## src/rtl/sys_ctrl_pkg.sv

```systemverilog
// Shared types and constants for the parametrised system controller:
// FSM states, command opcodes and error codes.
package sys_ctrl_pkg;

  typedef enum logic [3:0] {
    IDLE,
    RF_W_ADDR,
    RF_W_DATA,
    RF_R_ADDR,
    RD_WAIT,
    OPER_A,
    OPER_B,
    ALU_FUNC,
    ALU_WAIT,
    TX_OUT
  } state_e;

  localparam logic [7:0] CMD_WR      = 8'hAA;
  localparam logic [7:0] CMD_RD      = 8'hBB;
  localparam logic [7:0] CMD_ALU_OP  = 8'hCC;
  localparam logic [7:0] CMD_ALU_NOP = 8'hDD;

  localparam logic [1:0] ERR_NONE    = 2'b00;
  localparam logic [1:0] ERR_BAD_CMD = 2'b01;
  localparam logic [1:0] ERR_TIMEOUT = 2'b10;
  localparam logic [1:0] ERR_OVERRUN = 2'b11;

  // States that only wait for a result, so an incoming byte is an overrun.
  function automatic logic isWaitState(input state_e s);
    return (s == RD_WAIT) || (s == ALU_WAIT) || (s == TX_OUT);
  endfunction

endpackage

```

## src/rtl/sys_ctrl_tx_ser.sv

```systemverilog
// Result serializer: holds the result buffer and byte count and pushes
// bytes LSB first into the TX FIFO whenever it is not full.
module sys_ctrl_tx_ser #(
  parameter int unsigned DATA_W    = 8,
  parameter int unsigned ALU_OUT_W = 16,
  parameter int unsigned CNT_W     = 2
) (
  input  logic                 clk_i,
  input  logic                 rst_i,
  input  logic                 load_i,
  input  logic [ALU_OUT_W-1:0] loadData_i,
  input  logic [CNT_W-1:0]     loadCnt_i,
  input  logic                 fifoFull_i,
  output logic [DATA_W-1:0]    txData_o,
  output logic                 txVld_o,
  output logic                 done_o
);

  logic [ALU_OUT_W-1:0] buf_q, buf_d;
  logic [CNT_W-1:0]     cnt_q, cnt_d;
  logic                 push;

  assign push = (cnt_q != '0) && !fifoFull_i;

  always_comb begin
    buf_d = buf_q;
    cnt_d = cnt_q;
    if (load_i) begin
      buf_d = loadData_i;
      cnt_d = loadCnt_i;
    end else if (push) begin
      buf_d = buf_q >> DATA_W;
      cnt_d = cnt_q - CNT_W'(1);
    end
  end

  always_ff @(posedge clk_i) begin
    if (rst_i) begin
      buf_q <= '0;
      cnt_q <= '0;
    end else begin
      buf_q <= buf_d;
      cnt_q <= cnt_d;
    end
  end

  // A push is held back while full, so the same byte stays at the head.
  assign txVld_o  = push && !rst_i;
  assign txData_o = buf_q[DATA_W-1:0];
  assign done_o   = push && (cnt_q == CNT_W'(1));

endmodule

```

## src/rtl/sys_ctrl_gen.sv

```systemverilog
// System controller: decodes UART command frames into register-file and ALU
// operations, returns results via the TX FIFO and reports frame errors.
module sys_ctrl_gen
  import sys_ctrl_pkg::*;
#(
  parameter int unsigned DATA_W      = 8,
  parameter int unsigned ADDR_W      = 4,
  parameter int unsigned FUN_W       = 4,
  parameter int unsigned ALU_OUT_W   = 16,
  parameter int unsigned TIMEOUT_CYC = 1023
) (
  input  logic                 CLK,
  input  logic                 RST,
  input  logic [DATA_W-1:0]    RX_P_DATA,
  input  logic                 RX_D_VLD,
  input  logic [DATA_W-1:0]    RDDATA,
  input  logic                 RDDATA_VLD,
  input  logic [ALU_OUT_W-1:0] ALU_OUT,
  input  logic                 ALU_OUT_VLD,
  input  logic                 FIFO_FULL,
  output logic [FUN_W-1:0]     ALU_FUN,
  output logic                 ALU_EN,
  output logic                 CLK_EN,
  output logic [ADDR_W-1:0]    ADDRESS,
  output logic                 WR_EN,
  output logic                 RD_EN,
  output logic [DATA_W-1:0]    WR_DATA,
  output logic [DATA_W-1:0]    TX_P_DATA,
  output logic                 TX_D_VLD,
  output logic                 CLK_DIV_EN,
  output logic                 BUSY,
  output logic                 ERR_VLD,
  output logic [1:0]           ERR_CODE
);

  localparam int unsigned NB    = ALU_OUT_W / DATA_W;
  localparam int unsigned CNT_W = $clog2(NB + 1);
  localparam int unsigned TMO_W = (TIMEOUT_CYC > 0) ? $clog2(TIMEOUT_CYC + 1) : 1;

  if (ALU_OUT_W % DATA_W != 0) begin : gBadAluW
    $error("ALU_OUT_W must be a multiple of DATA_W");
  end
  if (ADDR_W > DATA_W) begin : gBadAddrW
    $error("ADDR_W must not exceed DATA_W");
  end
  if (FUN_W > DATA_W) begin : gBadFunW
    $error("FUN_W must not exceed DATA_W");
  end

  state_e               state_q, state_d;
  logic [ADDR_W-1:0]    addr_q, addr_d;
  logic [TMO_W-1:0]     tmoCnt_q, tmoCnt_d;
  logic                 errVld_q;
  logic [1:0]           errCode_q;

  logic                 wrEn, rdEn, aluEn, clkEn;
  logic [ADDR_W-1:0]    address;
  logic [DATA_W-1:0]    wrData;
  logic [FUN_W-1:0]     aluFun;
  logic                 load;
  logic [ALU_OUT_W-1:0] loadData;
  logic [CNT_W-1:0]     loadCnt;
  logic                 errSet;
  logic [1:0]           errKind;
  logic                 txDone;
  logic                 countState;
  logic                 tmoHit;

  assign countState = (state_q != IDLE) && (state_q != TX_OUT);
  // A byte arriving on the expiry cycle keeps the frame alive.
  assign tmoHit = (TIMEOUT_CYC != 0) && countState && !RX_D_VLD &&
                  (tmoCnt_q == TMO_W'(TIMEOUT_CYC));

  always_comb begin
    state_d  = state_q;
    addr_d   = addr_q;
    wrEn     = 1'b0;
    rdEn     = 1'b0;
    aluEn    = 1'b0;
    clkEn    = 1'b0;
    address  = '0;
    wrData   = '0;
    aluFun   = '1;
    load     = 1'b0;
    loadData = '0;
    loadCnt  = '0;
    errSet   = 1'b0;
    errKind  = ERR_NONE;

    case (state_q)
      IDLE: begin
        if (RX_D_VLD) begin
          if (RX_P_DATA == DATA_W'(CMD_WR)) begin
            state_d = RF_W_ADDR;
          end else if (RX_P_DATA == DATA_W'(CMD_RD)) begin
            state_d = RF_R_ADDR;
          end else if (RX_P_DATA == DATA_W'(CMD_ALU_OP)) begin
            state_d = OPER_A;
          end else if (RX_P_DATA == DATA_W'(CMD_ALU_NOP)) begin
            state_d = ALU_FUNC;
          end else begin
            errSet  = 1'b1;
            errKind = ERR_BAD_CMD;
          end
        end
      end
      RF_W_ADDR: begin
        if (RX_D_VLD) begin
          addr_d  = RX_P_DATA[ADDR_W-1:0];
          state_d = RF_W_DATA;
        end
      end
      RF_W_DATA: begin
        if (RX_D_VLD) begin
          wrEn    = 1'b1;
          address = addr_q;
          wrData  = RX_P_DATA;
          state_d = IDLE;
        end
      end
      RF_R_ADDR: begin
        if (RX_D_VLD) begin
          rdEn    = 1'b1;
          address = RX_P_DATA[ADDR_W-1:0];
          state_d = RD_WAIT;
        end
      end
      RD_WAIT: begin
        if (RDDATA_VLD) begin
          load     = 1'b1;
          loadData = ALU_OUT_W'(RDDATA);
          loadCnt  = CNT_W'(1);
          state_d  = TX_OUT;
        end
      end
      OPER_A: begin
        if (RX_D_VLD) begin
          wrEn    = 1'b1;
          address = '0;
          wrData  = RX_P_DATA;
          state_d = OPER_B;
        end
      end
      OPER_B: begin
        if (RX_D_VLD) begin
          wrEn    = 1'b1;
          address = ADDR_W'(1);
          wrData  = RX_P_DATA;
          state_d = ALU_FUNC;
        end
      end
      ALU_FUNC: begin
        clkEn = 1'b1;
        if (RX_D_VLD) begin
          aluEn   = 1'b1;
          aluFun  = RX_P_DATA[FUN_W-1:0];
          state_d = ALU_WAIT;
        end
      end
      ALU_WAIT: begin
        clkEn = 1'b1;
        if (ALU_OUT_VLD) begin
          load     = 1'b1;
          loadData = ALU_OUT;
          loadCnt  = CNT_W'(NB);
          state_d  = TX_OUT;
        end
      end
      TX_OUT: begin
        if (txDone) begin
          state_d = IDLE;
        end
      end
      default: state_d = IDLE;
    endcase

    if (RX_D_VLD && isWaitState(state_q)) begin
      errSet  = 1'b1;
      errKind = ERR_OVERRUN;
    end

    if (tmoHit) begin
      state_d = IDLE;
      load    = 1'b0;
      errSet  = 1'b1;
      errKind = ERR_TIMEOUT;
    end
  end

  always_comb begin
    tmoCnt_d = tmoCnt_q;
    if ((TIMEOUT_CYC == 0) || (state_d != state_q) || RX_D_VLD) begin
      tmoCnt_d = '0;
    end else if (countState) begin
      tmoCnt_d = tmoCnt_q + TMO_W'(1);
    end
  end

  always_ff @(posedge CLK) begin
    if (RST) begin
      state_q   <= IDLE;
      addr_q    <= '0;
      tmoCnt_q  <= '0;
      errVld_q  <= 1'b0;
      errCode_q <= ERR_NONE;
    end else begin
      state_q  <= state_d;
      addr_q   <= addr_d;
      tmoCnt_q <= tmoCnt_d;
      errVld_q <= errSet;
      if (errSet) begin
        errCode_q <= errKind;
      end
    end
  end

  sys_ctrl_tx_ser #(
    .DATA_W    (DATA_W),
    .ALU_OUT_W (ALU_OUT_W),
    .CNT_W     (CNT_W)
  ) uTxSer (
    .clk_i      (CLK),
    .rst_i      (RST),
    .load_i     (load),
    .loadData_i (loadData),
    .loadCnt_i  (loadCnt),
    .fifoFull_i (FIFO_FULL),
    .txData_o   (TX_P_DATA),
    .txVld_o    (TX_D_VLD),
    .done_o     (txDone)
  );

  assign WR_EN      = wrEn && !RST;
  assign RD_EN      = rdEn && !RST;
  assign ALU_EN     = aluEn && !RST;
  assign CLK_EN     = clkEn;
  assign ADDRESS    = address;
  assign WR_DATA    = wrData;
  assign ALU_FUN    = aluFun;
  assign CLK_DIV_EN = 1'b1;
  assign BUSY       = (state_q != IDLE);
  assign ERR_VLD    = errVld_q;
  assign ERR_CODE   = errCode_q;

endmodule
```

## config.mk

```make
export PLATFORM = sky130hd
export DESIGN_NAME = sys_ctrl_gen
export DESIGN_NICKNAME = d
export VERILOG_FILES = /design/src/rtl/sys_ctrl_pkg.sv /design/src/rtl/sys_ctrl_tx_ser.sv /design/src/rtl/sys_ctrl_gen.sv
export SDC_FILE = /design/constraint.sdc
export NUM_CORES = 1
export LEC_CHECK = 0
export CELL_PAD_IN_SITES_DETAIL_PLACEMENT = 0
export CELL_PAD_IN_SITES_GLOBAL_PLACEMENT = 1
export CORE_MARGIN = 2
export CORE_UTILIZATION = 37
export CTS_BUF_LIST = sky130_fd_sc_hd__clkbuf_16
export CTS_CLUSTER_DIAMETER = 150
export DETAILED_ROUTE_END_ITERATION = 10
export GPL_TIMING_DRIVEN = 1
export HOLD_SLACK_MARGIN = 0.03
export PLACE_DENSITY = 0.95
export SYNTH_ARGS = -nofsm -noshare
export SYNTH_HDL_FRONTEND = slang
export SYNTH_SLANG_ARGS = --single-unit
```

## constraint.sdc

```tcl
create_clock -name CLK -period 3.85 [get_ports CLK]
set_input_delay 0.77 -clock CLK [delete_from_list [all_inputs] [get_ports CLK]]
set_output_delay 0.77 -clock CLK [all_outputs]
set_load 0.03 [all_outputs]
```

==> flow_metrics.tcl <==
set metrics [dict create \
    path_buf_inv 4 \
    p_sw_mw 0.228 \
    crit_type "input port to output port" \
    arrival_ns 2.72 \
    worst-r2r-setup-slack_ns 1.26 \
    p_per_area_nw_per_um2 309 \
    p_seq_share_pct 40.9 \
    rows 29 \
    ir_drop_v 0.000253 \
    crit_top_cell "clkdlybuf4s50_1" \
    hold_violations 0 \
    r2r-end "uTxSer.buf_q[14]" \
    portBuffers 70 \
    async_reset_ff_share_pct 0 \
    diodes 0 \
    insertion_delay_ns 0.29 \
    fmax_mhz 287 \
    io_pins 72 \
    slew_headroom_pct 59.4 \
    holdBufCountCts 0 \
    h-tree-depth 2 \
    worst_slack_ns 0.361 \
    yosys-top-cells-area "dfxtp_1 33%, nor2_1 7.2%, mux2i_1 6.7%, a22oi_1 5.3%, buf_4 3.8%" \
    use_met1_pct 22.9 \
    wire_per_inst_um 14.4 \
    viasPerCell 5.23 \
    place.gp.congestion 0.817 \
    r2r_cells 8 \
    startpoint "RX_D_VLD" \
    cp-end-kind "output port" \
    clockBufferDepth 2 \
    use_met2_pct 29.4 \
    power.total_mw 1.01 \
    ys_top_cells_by_count "46 x nor2_1, 39 x dfxtp_1, 20 x nand2_1" \
    seq_area_frac_synth_pct 32.7 \
    wirelength_mm 6.08 \
    synth-edff-count 0 \
    grt_max_degree 22 \
    drt.antenna.violating_nets 0 \
    fin_worst_skew_ns 0.00341 \
    status "finished clean" \
    setup-violations-final 0 \
    cap_violations 0 \
    cp_cell_sequence "clkdlybuf4s50_1 -> inv_1 -> nor3_1 -> buf_4 -> and2_1 -> clkdlybuf4s50_1" \
    slew_violations 0 \
    gr-usage-met3_pct 3.83 \
    core_area_um2 6310 \
    ys.flop_type "dfxtp_1" \
    cts_num_sinks 39 \
    start_util_pct 37.9 \
    path_max_fanout 8 \
    syn-cell-area_um2 2390 \
    crit_family "buffers and inverters" \
    ys_ff_latch 39 \
    placed_area_um2 3080 \
    numCtsBuffers 5 \
    grt_pass1_wl_mm 10.4 \
    yosysTopAreaCell "dfxtp_1" \
    crit_cells 6 \
    post_cts_buffers 0 \
    period_share_pct 90.6 \
    crit_end "WR_DATA[7]" \
    post-route-util_pct 51.6 \
    hp-class "flop to flop" \
    cp_slowest_cell "clkdlybuf4s50_1" \
    drc_errors 0 \
    dpl.hpwl_mm 4.49 \
    vias 2200 \
    fin_tns_setup_ns 0 \
    clockPowerShare_pct 47.5 \
    cp-start-kind "input port" \
    drive_above_1_share_pct 9.88 \
    die-area_um2 7120 \
    dpl_worst_slack_ns 0.360 \
    die_y_um 84.4 \
    clk_pin_slew_ns 0.06 \
    leakage_nw 1.13 \
    post_cts_resized 0 \
    synth_cell_types 57 \
    ys_warn_count 0 \
    post-route-cell-area_um2 3260 \
    top_usage_layer "met2" \
    grt_use_total_pct 17.7 \
    p_sw_share_pct 22.6 \
    timing.rr.start "state_q[0]" \
    grt_pass1_vias 2186 \
    syn_inst 285 \
    fin_crit_ns 3.49 \
    power.internal_mw 0.779 \
    critPathMaxStageDelay_ns 0.67 \
    postSynthAreaPerCell_um2 8.39 \
    synth_top_area_share_pct 32.7 \
    yosysMostFrequentCell "nor2_1" \
    tritoncts "built" \
    die_w_um 84.4 \
    pwr-share-comb_pct 11.6 \
    area_growth_pct 36.2 \
    required_ns 3.08 \
    antenna_found_initial 0 \
    dr.pass1.iters 4 \
    fin_nets 384 \
    tightestPinTransition_ns 0.609 \
    overflow 0 \
    cts_root_buffer "clkbuf_16" \
    drt_iter0_drc 103 \
    synthesis.nets 326 \
    rsz0062_at_grt "false" \
]
## worst min-delay path: stages (launching register included)
cell,delay [ns]
dfxtp_1,0.32
mux2i_1,0.06
nor2_1,0.07
## layout make-up
type                       instances  area [µm²]
clock buffer                       5         125
clock inverter                     3        47.5
fill                             629        3060
inverter                           6        22.5
multi-input combinational        216        1450
sequential                        39         781
tap                               77        96.3
timing repair buffer              75         738
## registers in the layout, indices dropped and copies added, names as in the netlist
name and cells:
uTxSer.buf_q 16, ERR_CODE 2, ERR_VLD 1, state_q 4
uTxSer.cnt_q 2, tmoCnt_q 10, addr_q 4
## worst min path at each step
stage / startpoint / end / slack (ns) / depth (start not counted)
6_report: addr_q[2] / addr_q[2] / 0.49 / 2
5_1_grt: tmoCnt_q[1] / tmoCnt_q[1] / 0.52 / 2
4_1_cts: tmoCnt_q[1] / tmoCnt_q[1] / 0.50 / 2
3_5_place_dp: ERR_CODE[0] / ERR_CODE[0] / 0.48 / 2
3_3_place_gp: addr_q[2] / addr_q[2] / 0.47 / 2
2_1_floorplan: addr_q[1] / addr_q[1] / 0.46 / 2
## placed cells by master, fill, tap and decap left out, types with 3 or more instances in the layout
master	count
clkdlybuf4s50_1	70
nor2_1	46
dfxtp_1	39
nand2_1	20
a22oi_1	17
mux2i_1	16
nor3_1	13
and2_1	10
xnor2_1	8
o22a_1	8
nand3_1	6
inv_1	5
nor2_2	5
clkbuf_16	5
buf_4	5
or3_1	4
a31oi_1	4
o21ai_0	4
xor2_1	4
o21a_1	3
a21oi_1	3
ha_1	3
## power groups by stage
stage          sequential, mW  clock (mW)  combinational, mW
6_report                0.412       0.478              0.117
5_1_grt                 0.412       0.507              0.127
4_1_cts                 0.412       0.489              0.118
3_5_place_dp            0.421           0              0.117
3_3_place_gp            0.421           0              0.115
2_1_floorplan           0.423           0             0.0546
## cells by family (layout without fill, tap and decap cells)
family                     count (synthesis)  in the layout  share of synthesized area [%]
DFF                                       39             39                           32.7
other                                      1              1                          0.157
muxes                                     17             17                           7.17
and+or+nand+nor                          128            128                           29.0
adders and majority gates                  3              3                           1.57
buffers and inverters                     30             89                           6.86
AOI/OAI and AO/OA                         55             55                           18.2
xor gates and xnor gates                  12             12                           4.40
## stage by stage
stage          instances  hold slack, ns
2_1_floorplan        285           0.460
3_3_place_gp         413           0.473
3_5_place_dp         413           0.479
4_1_cts              421           0.499
5_1_grt              421           0.519
6_report             421           0.494
## layer usage
layer,vias to the layer above,part of all wire [%]
li1,1119,-
met4,0,1.1
met2,46,49
met1,1028,46
met5,-,0
met3,7,4.0
No activity file was read; power rests on OpenSTA's default activity.
